### config.mk
export PLATFORM = sky130hd
export DESIGN_NAME = sgmii_rx_pcs
export DESIGN_NICKNAME = d
export VERILOG_FILES = /design/src/rtl/sgmii_rx_pcs.sv
export SDC_FILE = /design/constraint.sdc
export NUM_CORES = 1
export LEC_CHECK = 0
export CORE_MARGIN = 2
export CORE_UTILIZATION = 53
export CTS_BUF_LIST = sky130_fd_sc_hd__clkbuf_16
export DETAILED_ROUTE_END_ITERATION = 10
export PLACE_DENSITY = 0.79
export SKIP_CTS_REPAIR_TIMING = 1
export SYNTH_ARGS = -nofsm -noshare
export SYNTH_HDL_FRONTEND = slang
export SYNTH_SLANG_ARGS = --single-unit
### constraint.sdc
create_clock -name clk_312p5mhz -period 2.75 [get_ports clk_312p5mhz]
set_clock_uncertainty 0.2 [all_clocks]
set_input_delay 0.275 -clock clk_312p5mhz [delete_from_list [all_inputs] [get_ports clk_312p5mhz]]
set_output_delay 0.275 -clock clk_312p5mhz [all_outputs]
set_load 0.05 [all_outputs]
### src/rtl/sgmii_rx_pcs.sv
// SGMII/1000BASE-X receive PCS: ordered-set FSM, /C/ config parsing, link control and GMII beat output.
// Define SGMII_RX_PCS_STATS_EN to add the saturating rx_err_count / rx_frame_count outputs.
module sgmii_rx_pcs #(
  parameter int LINK_TIMEOUT = 4096
) (
  input  logic        clk_312p5mhz,
  input  logic        rst_n,
  input  logic        rx_data_valid,
  input  logic [7:0]  rx_data,
  input  logic        rx_data_is_ctl,
  input  logic        rx_symbol_err,
  input  logic        rx_disparity_err,
  input  logic        rx_locked,
  output logic        gmii_rx_valid,
  output logic        gmii_rx_en,
  output logic        gmii_rx_er,
  output logic [7:0]  gmii_rxd,
  output logic        rx_cfg_valid,
  output logic [15:0] rx_cfg_word,
  output logic        link_up,
  output logic [1:0]  link_speed
`ifdef SGMII_RX_PCS_STATS_EN
  ,
  output logic [15:0] rx_err_count,
  output logic [15:0] rx_frame_count
`endif
);

  localparam logic [7:0]  K28_5         = 8'hBC;
  localparam logic [7:0]  K27_7         = 8'hFB;
  localparam logic [7:0]  K29_7         = 8'hFD;
  localparam logic [7:0]  D21_5         = 8'hB5;
  localparam logic [7:0]  D2_2          = 8'h42;
  localparam logic [7:0]  PREAMBLE      = 8'h55;
  localparam logic [15:0] ACK_MASK      = 16'hBFFF;
  localparam logic [12:0] TIMEOUT_LIMIT = 13'(LINK_TIMEOUT);

  typedef enum logic [2:0] {
    WAIT_COMMA,
    COMMA,
    CFG_LO,
    CFG_HI,
    DATA
  } state_t;

  state_t      state, state_next;
  logic        beat_valid, beat_en, beat_er;
  logic [7:0]  beat_rxd;
  logic        cfg_pulse;
  logic [15:0] cfg_word_next;
  logic [7:0]  cfg_lo, cfg_lo_next;
  logic [15:0] prev_word, prev_word_next;
  logic [1:0]  match_cnt, match_next;
  logic        link_up_next;
  logic [1:0]  speed_next;
  logic [12:0] timer, timer_next;
  logic        char_err, is_comma;
  logic [15:0] new_word;
`ifdef SGMII_RX_PCS_STATS_EN
  logic        frame_done;
`endif

  assign char_err = rx_symbol_err | rx_disparity_err;
  assign is_comma = rx_data_is_ctl && (rx_data == K28_5);
  assign new_word = {rx_data, cfg_lo};

  always_comb begin
    state_next     = state;
    beat_valid     = 1'b0;
    beat_en        = 1'b0;
    beat_er        = 1'b0;
    beat_rxd       = 8'h00;
    cfg_pulse      = 1'b0;
    cfg_word_next  = rx_cfg_word;
    cfg_lo_next    = cfg_lo;
    prev_word_next = prev_word;
    match_next     = match_cnt;
    link_up_next   = link_up;
    speed_next     = link_speed;
    timer_next     = timer;
`ifdef SGMII_RX_PCS_STATS_EN
    frame_done     = 1'b0;
`endif
    if (!rx_locked) begin
      // Lock loss abandons everything; an open frame is terminated with one error beat.
      state_next   = WAIT_COMMA;
      link_up_next = 1'b0;
      match_next   = 2'd0;
      timer_next   = 13'd0;
      if (state == DATA) begin
        beat_valid = 1'b1;
        beat_en    = 1'b1;
        beat_er    = 1'b1;
      end
    end else if (rx_data_valid) begin
      beat_valid = 1'b1;
      case (state)
        WAIT_COMMA: begin
          if (is_comma) begin
            state_next = COMMA;
          end else if (rx_data_is_ctl && (rx_data == K27_7)) begin
            state_next = DATA;
            beat_en    = 1'b1;
            beat_rxd   = PREAMBLE;
          end
        end
        COMMA: begin
          if (!rx_data_is_ctl && ((rx_data == D21_5) || (rx_data == D2_2)))
            state_next = CFG_LO;
          else
            state_next = WAIT_COMMA;
        end
        CFG_LO: begin
          if (rx_data_is_ctl || char_err) begin
            match_next = 2'd0;
            state_next = WAIT_COMMA;
          end else begin
            cfg_lo_next = rx_data;
            state_next  = CFG_HI;
          end
        end
        CFG_HI: begin
          state_next = WAIT_COMMA;
          if (rx_data_is_ctl || char_err) begin
            match_next = 2'd0;
          end else begin
            cfg_pulse      = 1'b1;
            cfg_word_next  = new_word;
            prev_word_next = new_word;
            // The ack bit toggles during autonegotiation, so it must not break the match run.
            if ((new_word & ACK_MASK) == (prev_word & ACK_MASK))
              match_next = (match_cnt == 2'd3) ? 2'd3 : match_cnt + 2'd1;
            else
              match_next = 2'd1;
            if (match_next == 2'd3) begin
              if (!new_word[15]) begin
                link_up_next = 1'b0;
              end else if (new_word[0]) begin
                link_up_next = 1'b1;
                speed_next   = (new_word[11:10] == 2'b11) ? 2'b00 : new_word[11:10];
              end
            end
          end
        end
        DATA: begin
          beat_en  = 1'b1;
          beat_rxd = rx_data;
          if (char_err) begin
            beat_er = 1'b1;
          end else if (rx_data_is_ctl) begin
            if (rx_data == K29_7) begin
              beat_en    = 1'b0;
              beat_rxd   = 8'h00;
              state_next = WAIT_COMMA;
`ifdef SGMII_RX_PCS_STATS_EN
              frame_done = 1'b1;
`endif
            end else begin
              beat_er = 1'b1;
              if (rx_data == K28_5)
                state_next = COMMA;
            end
          end
        end
        default: state_next = WAIT_COMMA;
      endcase
      // Link watchdog counts characters since the last comma and overrides the FSM result.
      if (is_comma)
        timer_next = 13'd0;
      else if (timer != 13'h1FFF)
        timer_next = timer + 13'd1;
      if (timer_next >= TIMEOUT_LIMIT) begin
        link_up_next = 1'b0;
        match_next   = 2'd0;
      end
    end
  end

  always_ff @(posedge clk_312p5mhz) begin
    if (!rst_n) begin
      state         <= WAIT_COMMA;
      cfg_lo        <= 8'h00;
      prev_word     <= 16'h0000;
      match_cnt     <= 2'd0;
      timer         <= 13'd0;
      gmii_rx_valid <= 1'b0;
      gmii_rx_en    <= 1'b0;
      gmii_rx_er    <= 1'b0;
      gmii_rxd      <= 8'h00;
      rx_cfg_valid  <= 1'b0;
      rx_cfg_word   <= 16'h0000;
      link_up       <= 1'b0;
      link_speed    <= 2'b00;
    end else begin
      state         <= state_next;
      cfg_lo        <= cfg_lo_next;
      prev_word     <= prev_word_next;
      match_cnt     <= match_next;
      timer         <= timer_next;
      gmii_rx_valid <= beat_valid;
      gmii_rx_en    <= beat_en;
      gmii_rx_er    <= beat_er;
      gmii_rxd      <= beat_rxd;
      rx_cfg_valid  <= cfg_pulse;
      rx_cfg_word   <= cfg_word_next;
      link_up       <= link_up_next;
      link_speed    <= speed_next;
    end
  end

`ifdef SGMII_RX_PCS_STATS_EN
  always_ff @(posedge clk_312p5mhz) begin
    if (!rst_n) begin
      rx_err_count   <= 16'h0000;
      rx_frame_count <= 16'h0000;
    end else begin
      if (beat_valid && beat_er && (rx_err_count != 16'hFFFF))
        rx_err_count <= rx_err_count + 16'd1;
      if (frame_done && (rx_frame_count != 16'hFFFF))
        rx_frame_count <= rx_frame_count + 16'd1;
    end
  end
`endif

endmodule

### Word level (Yosys, flattened, before mapping)

Index checks and enable logic that the tools add are counted.

* register bits after elaboration: 57
* output and inout port bits: 31
* logic and storage cells: 110
* input bits: 15

* reduce and logical (&&, ||, !) cells: 19
* $add $sub $neg: 2
* mux-type cells: 53
* magnitude comparators: 1
* eq/ne operators: 21
* bitwise logic cells: 2

Operators with widths (number)
* two-way mux 13 bit: 4
* equality test 8 bit, second input constant: 4
* two-way mux 2 bit: 12
* two-way mux 8 bit: 3
* two-way mux 1 bit: 22
* two-way mux 3 bit: 6
* one-hot mux 8 bit (2 select lines): 1
* equality test 15 bit: 1
* two-way mux 7 bit: 2
* adder 13 x 1 -> 13 bit, second input constant: 1
* >= comparator 13 bit, second input constant: 1
* != test 13 bit, second input constant: 1
* one-hot mux 3 bit (4 select lines): 1
* AND reduction 4 bit: 3
* AND reduction 5 bit: 2
* equality test 8 x 7 -> 1 bit, second input constant: 1
* AND reduction 7 bit: 1
* equality test 2 bit, second input constant: 3
* equality test 3 x 2 -> 1 bit, second input constant: 2
* != test 3 bit, second input constant: 2
* AND reduction 3 bit: 2
* != test 2 bit, second input constant: 2
* one-hot mux 2 bit (2 select lines): 1
* nonzero test 2 bit: 2
* other kinds (15): 18

### Longest topological paths before layout

Gate-level depths: netlist of run 1.

* word-level depth: 12
* mapped depth: 7
* mapped depth without buffers: 6

### Least setup slack after synthesis of run 1

OpenSTA, ideal clock, no wires.

* path kind: reg2reg
* start point: register prev_word[15]
* end point: register link_speed[1]
* clock period less this slack: 2.212 ns
* setup time: 0.070 ns
* data required time: 2.480 ns
* path buffers: 0
* path slack: 0.538 ns
* arrival time: 1.941 ns
* cell stages (with the launch flop): 6
* cell sequence: dfxtp_1 > xor2_2 > nor4_2 > nand4_2 > or4_1 > a21oi_1

* word-level cells in the longest chain between the ends: 8

RTL lines
* from (decl): line 52 `logic [15:0] prev_word, prev_word_next;`
* from (signal assigned): line 197 `prev_word <= prev_word_next;`
* equality test 15 bit: line 131 `if ((new_word & ACK_MASK) == (prev_word & ACK_MASK))`
* two-way mux 2 bit: line 131
* two-way mux 2 bit: line 124 `if (rx_data_is_ctl || char_err) begin`
* two-way mux 2 bit: line 97 `case (state)`
* two-way mux 2 bit: line 95 `end else if (rx_data_valid) begin`
* two-way mux 2 bit: line 84 `if (!rx_locked) begin`
* equality test 2 bit: line 135 `if (match_next == 2'd3) begin`
* AND reduction 7 bit (no line)
* to (signal assigned): line 207 `link_speed <= speed_next;`
* to (decl): line 21 `output logic [1:0] link_speed`

Every way passes these cells. The select of a mux whose other input is x is not followed.
A chain may end at the register's enable or synchronous reset.

### Final worst setup path of run 1

* start point: register timer[0]
* end point: register match_cnt[0]

* word-level cells in the longest chain between the ends: 8
* elaborated cells between the ends (all ways): 11
* classes of those cells: add/sub: 1; order compare: 1; eq/ne: 2; mux: 5; reduce/logical: 2

RTL lines
* from (decl): line 56 `logic [12:0] timer, timer_next;`
* from (signal assigned): line 199 `timer <= timer_next;`
* adder 13 x 1 -> 13 bit / != test 13 bit (equally long branches): line 171, 170
* two-way mux 13 bit *: line 170 `else if (timer != 13'h1FFF)`
* two-way mux 13 bit *: line 168 `if (is_comma)`
* two-way mux 13 bit *: line 95
* two-way mux 13 bit *: line 84
* >= comparator 13 bit *: line 172 `if (timer_next >= TIMEOUT_LIMIT) begin`
* != test 3 bit (no line) / nonzero test 3 bit (equally long branches)
* AND reduction 3 bit (no line)
* to (signal assigned): line 198 `match_cnt <= match_next;`
* to (decl): line 53 `logic [1:0] match_cnt, match_next;`

Every way passes the cells marked *; elsewhere a longest branch is shown, timed or not. The select of a mux whose other input is x is not followed.

==> summary.txt, run 1 <==
Lkg Pwr = 1.37 nW
area of the die = 5930 µm²
clock root cell = clkbuf_16
Hold Crit Class = reg2reg
CP Data Required Time = 2820 ps
Worst Hold Path Cells = 2
Worst Tran Pin Value = 735 ps
worst flop-to-flop path startpoint = timer[0]$_SDFFE_PN0P_
outcome = finished, final reports clean
R2R setup slack = 480 ps
Slew headroom = 50.6%
die width = 77.0 µm
CP cell instances = ha_1, nand2_1, o41ai_4, o2111ai_2, a2111oi_0, o21ba_1
post-placement cell count = 428
Worst path slowest cell = o41ai_4
routed length per instance = 14.9 µm
EDFF count, synth = 0
Seq/Total Area, Yosys = 40.4%
Critical path buffers and inverters = 0
PortBufs = 45
TritonCTS clock tree = yes
Crit path arrival time = 2340 ps
gr ovfl total = 0
clock-pin slew on the worst setup and hold paths = 50 ps
NumNets Final = 385
FF+latch count, synth = 57
# IOs = 46
total power draw = 1.97 mW
Synthesis Warnings = 0
Synth Area per Inst = 8.82 µm²
post-route setup TNS = 0 ps
Final Util = 70.7%
critical path's largest stage delay = 540 ps
Distinct cells, synth = 54
synthesized area = 2820 µm²
final slew viol count = 0
first-pass GRT wire length = 11100 µm
CTS Buf Count = 9
vias = 2427
Final Wtd Congestion = 0.874
syn nets = 336
Post-synth top flop = dfxtp_1
fmax = 0.440 GHz
WL final = 6620 µm
crit-path leading delay family = compound AO/OA/AOI/OAI gates
Pwr per Cell Area = 542 nW/µm²
share of cells above drive strength 1 = 10.4%
endpoints failing setup = 0
CP Launch Type = register
antenna viol nets, final = 0
initial antenna violation count = 0
Crit Path Class = reg2reg
WHS Endpoint = prev_word[14]$_SDFFE_PN0P_
H-tree Lvls = 3
peak supply drop = 0.000489 V
clock net sink count = 57
Final Hold Vio Count = 0
worst-case reg-to-reg path depth = 6
Die Height = 77.0 µm
drt pass-1 iters = 4
Final min period = 2270 ps
Critical Path End Type = register
placed wire-length estimate = 4780 µm
Crit Path Max Fanout = 6
Final Cycle Share = 82.6%
Filler cells = 415
Starting Density = 54.9%
min-delay src = prev_word[14]$_SDFFE_PN0P_
area grow syn2layout = 28.8%
RSZ-0062 raised after global routing = no
diode count = 0
Max-Cap Viols = 0
R2R Path End = match_cnt[0]$_SDFFE_PN0P_
pin count of the biggest net entering global routing = 25
Layout Cells excl Fill = 444
DRC Markers = 0
Mapped Cells = 320
Total Routing Usage GR = 23.8%
Async S/R FF share, synth = 0%
DR vias/cell = 5.47
Cell Rows = 26
Longest Clk Path Bufs = 2
vias in the first global route = 2306
DR iter-0 viols = 157
worst-skew pair later-pin latency = 320 ps
Core ar. = 5140 µm²
-- worst min-delay path, stage by stage, from the launching register on --
cell     delay (ps)
dfxtp_1         300
nand2_1          50
a21oi_1          50
-- cells by family after synthesis --
kind of cell / count (synthesis) / share of synthesized area [%]
AOI/OAI and AO/OA: 57 / 14.4
xor gates and xnor gates: 27 / 8.91
adders and majority gates: 1 / 0.443
buffers and inverters: 30 / 4.83
DFF: 57 / 40.4
muxes: 11 / 3.90
and+or+nand+nor: 137 / 27.1
-- per-layer routing --
layer	track usage [%]	vias up	share of wire (%)
li1	-	1217	-
met1	30.7	1138	45
met2	37.9	64	48
met3	7.88	8	5.4
met4	7.50	0	1.3
met5	0	-	0
-- worst max-delay path by stage --
stage / start / to / slack, ps / depth (start not counted)
after floorplan: prev_word[15]$_SDFFE_PN0P_ / link_speed[1]$_SDFFE_PN0P_ / 540 / 5
after global placement: rx_data[1] / state[1]$_SDFFE_PN0P_ / 280 / 7
after detailed placement: rx_data[1] / state[1]$_SDFFE_PN0P_ / 210 / 7
after CTS: rx_data[1] / state[1]$_SDFFE_PN0P_ / 530 / 7
after global routing: timer[0]$_SDFFE_PN0P_ / match_cnt[0]$_SDFFE_PN0P_ / 290 / 6
final: timer[0]$_SDFFE_PN0P_ / match_cnt[0]$_SDFFE_PN0P_ / 480 / 6
-- cell usage after synthesis, drive strengths merged (3+ instances only) --
| library cell | count | area (µm²) |
|---|---|---|
| nand3 | 7 | 40.0 |
| and4 | 4 | 35.0 |
| xor2 | 15 | 146 |
| nand4 | 7 | 56.3 |
| or4 | 4 | 30.0 |
| nand2 | 47 | 176 |
| and2 | 6 | 37.5 |
| or3 | 5 | 31.3 |
| nor3 | 7 | 51.3 |
| dfxtp | 57 | 1140 |
| buf | 8 | 52.6 |
| nor2 | 28 | 105 |
| a2111oi | 5 | 43.8 |
| xnor2 | 12 | 105 |
| and3 | 3 | 18.8 |
| nor4 | 5 | 56.3 |
| nor4b | 3 | 26.3 |
| a21oi | 24 | 120 |
| a211oi | 8 | 60.1 |
| o31ai | 4 | 30.0 |
| mux2i | 11 | 110 |
| inv | 10 | 37.5 |
| clkbuf | 11 | 42.5 |
-- layout by cell type (no fill, tap or decap), types with 5 or more instances in the layout --
cell / count
xor2_1: 13
mux2i_1: 11
xnor2_1: 12
buf_4: 12
a21oi_1: 24
and2_1: 6
clkbuf_16: 9
nand3_1: 6
a2111oi_0: 5
or3_1: 5
nor3_1: 5
clkdlybuf4s50_1: 45
nand4_1: 5
dfxtp_1: 57
inv_1: 13
nor2_1: 28
nand2_1: 47
a211oi_1: 8
-- area by class of cell --
cell class	count	area (µm²)	area share, %
multi-input combinational	233	1550	42.5
sequential	57	1140	31.4
timing repair buffer	57	541	14.9
clock buffer	9	225	6.19
tap	70	87.6	2.41
clock inverter	7	55.1	1.51
inverter	11	41.3	1.14
-- metrics by stage --
step	hold WS, ps	area (µm²)	worst slack (ps)
after CTS	253	3640	529
after floorplan	174	2820	538
after global routing	282	3640	291
after global placement	250	3360	283
after detailed placement	247	3360	214
final	251	3640	480
-- sequential cells by signal (all words and copies together), names as in the netlist --
name and flops:
gmii_rx_en 1, link_speed 2, gmii_rx_valid 1, gmii_rxd 8, timer 13, match_cnt 2, rx_cfg_valid 1, state 3
cfg_lo 8, gmii_rx_er 1, link_up 1, prev_word 16
-- where the power goes --
group	switching (mW)	internal, mW	total (mW)
clock network	0.352	0.681	1.03
logic	0.0603	0.0450	0.105
registers	0.00109	0.829	0.831
Note: power is estimated with default switching activity, not from simulation.
==> run 2, diff against run 1 <==
clock period = 2.2 ns   (was 2.75 ns; I/O delays follow)
==> summary.txt, run 2 (synthesis results as in run 1) <==
outcome = finished, final reports clean (unchanged)
DR vias/cell = 5.59 (was 5.47)
Crit Path Class = in2reg (was reg2reg)
post-placement cell count = 451 (was 428)
pin count of the biggest net entering global routing = 27 (was 25)
worst-skew pair later-pin latency = 330 ps (was 320 ps)
Final Cycle Share = 94.9%
RSZ-0062 raised after global routing = no (unchanged)
drt pass-1 iters = 4 (unchanged)
Die Height = 77.0 µm (unchanged)
WL final = 7380 µm (was 6620 µm)
# IOs = 46 (unchanged)
DR iter-0 viols = 165 (was 157)
gr ovfl total = 0 (unchanged)
final instance area = 3820 µm² (was 3640 µm²)
area grow syn2layout = 35.2% (was 28.8%)
Crit path arrival time = 2160 ps (was 2340 ps)
peak supply drop = 0.000500 V (was 0.000489 V)
final slew viol count = 0 (unchanged)
max FFs per register = 16 (unchanged)
die width = 77.0 µm (unchanged)
Critical Path End Type = register (unchanged)
Final Hold Vio Count = 0 (unchanged)
share of cells above drive strength 1 = 16.5% (was 10.4%)
NumNets Final = 408 (was 385)
antenna viol nets, final = 0 (unchanged)
Layout Cells excl Fill = 465 (was 444)
diode count = 0 (unchanged)
Core ar. = 5140 µm² (unchanged)
PortBufs = 45 (unchanged)
commonest non-fill, non-tap cells in the layout = dfxtp_1 (55), nand2_1 (47), clkdlybuf4s50_1 (45) (was dfxtp_1 (57), nand2_1 (47), clkdlybuf4s50_1 (45))
Lkg Pwr = 1.47 nW (was 1.37 nW)
Slew headroom = 64.8% (was 50.6%)
Worst Tran Pin Value = 526 ps (was 735 ps)
clock net sink count = 57 (unchanged)
Starting Density = 54.9% (unchanged)
biggest regs = prev_word: 16 flops, timer: 13 flops (unchanged)
vias = 2598 (was 2427)
vias in the first global route = 2539 (was 2306)
placed wire-length estimate = 5220 µm (was 4780 µm)
first-pass GRT wire length = 12400 µm (was 11100 µm)
CTS Buf Count = 9 (unchanged)
fmax = 0.479 GHz
TritonCTS clock tree = yes (unchanged)
area of the die = 5930 µm² (unchanged)
clock-pin slew on the worst setup and hold paths = 50 ps (about the same)
Longest Clk Path Bufs = 2 (unchanged)
Top reg by flops = prev_word (unchanged)
endpoints failing setup = 0 (unchanged)
Crit Path Max Fanout = 10 (was 6)
Final min period = 2090 ps
initial antenna violation count = 0 (unchanged)
CP Launch Type = primary input (was register)
CP Data Required Time = 2270 ps (was 2820 ps)
H-tree Lvls = 3 (unchanged)
clock root cell = clkbuf_16 (unchanged)
Pwr per Cell Area = 652 nW/µm² (was 542 nW/µm²)
Total Routing Usage GR = 26.6% (was 23.8%)
routed length per instance = 15.9 µm (was 14.9 µm)
most common cell after layout, fill and taps aside = dfxtp_1 (unchanged)
Final Wtd Congestion = 0.866 (was 0.874)
Hold Crit Class = reg2reg (unchanged)
post-placement cell area = 3530 µm² (was 3360 µm²)
Max-Cap Viols = 0 (unchanged)
DRC Markers = 0 (unchanged)
Cell Rows = 26 (unchanged)
==> run 2: metrics by stage <==
step	total power, mW	util [%]	setup slack [ps]	hold slack [ps]	setup TNS (ps)
6_report	2.49	74.2	112	271	0
5_1_grt	2.56	74.2	4.04	291	0
4_1_cts	2.51	74.1	91.6	275	0
3_5_place_dp	1.21	68.7	-196	270	-2960
3_3_place_gp	1.21	68.7	-141	246	-1870
2_1_floorplan	1.13	-	24.8	119	0
==> run 2: final cells by class <==
| type | instances | area, µm² |
|---|---|---|
| Tap cell | 70 | 87.6 |
| Timing Repair Buffer | 80 | 713 |
| Clock buffer | 9 | 225 |
| Multi-Input combinational cell | 233 | 1560 |
| Sequential cell | 57 | 1140 |
| Inverter | 11 | 41.3 |
| Clock inverter | 5 | 50.0 |
| Fill cell | 424 | 1320 |
==> run 2: power breakdown <==
part | internal, mW | switching (mW) | total, mW
registers | 1.04 | 0.00138 | 1.04
clock network | 0.850 | 0.448 | 1.30
logic | 0.0701 | 0.0825 | 0.153
total | 1.96 | 0.532 | 2.49
==> run 2: worst paths after layout <==
kind | startpoint | slack [ps] | endpoint | depth (start not counted)
min reg2reg | link_speed[0]$_SDFFE_PN0P_ | 270 | link_speed[0]$_SDFFE_PN0P_ | 2
min | link_speed[0]$_SDFFE_PN0P_ | 270 | link_speed[0]$_SDFFE_PN0P_ | 2
max | rx_data[7] | 110 | gmii_rxd[0]$_SDFF_PN0_ | 7
max reg2reg | state[2]$_SDFFE_PN0P_ | 130 | state[2]$_SDFFE_PN0P_ | 5
==> run 2: routing by layer <==
layer	global-route usage, %	wire length (µm)
met5	0	0
met4	11.8	91
met3	6.82	345
met2	42.9	3640
met1	33.5	3300
==> run 2: critical path: stages <==
cell             delay [ps]
clkdlybuf4s50_1         550
buf_4                   200
nand4_1                 150
nor3_1                  360
and4_1                  280
o21a_1                  230
and2_1                  160
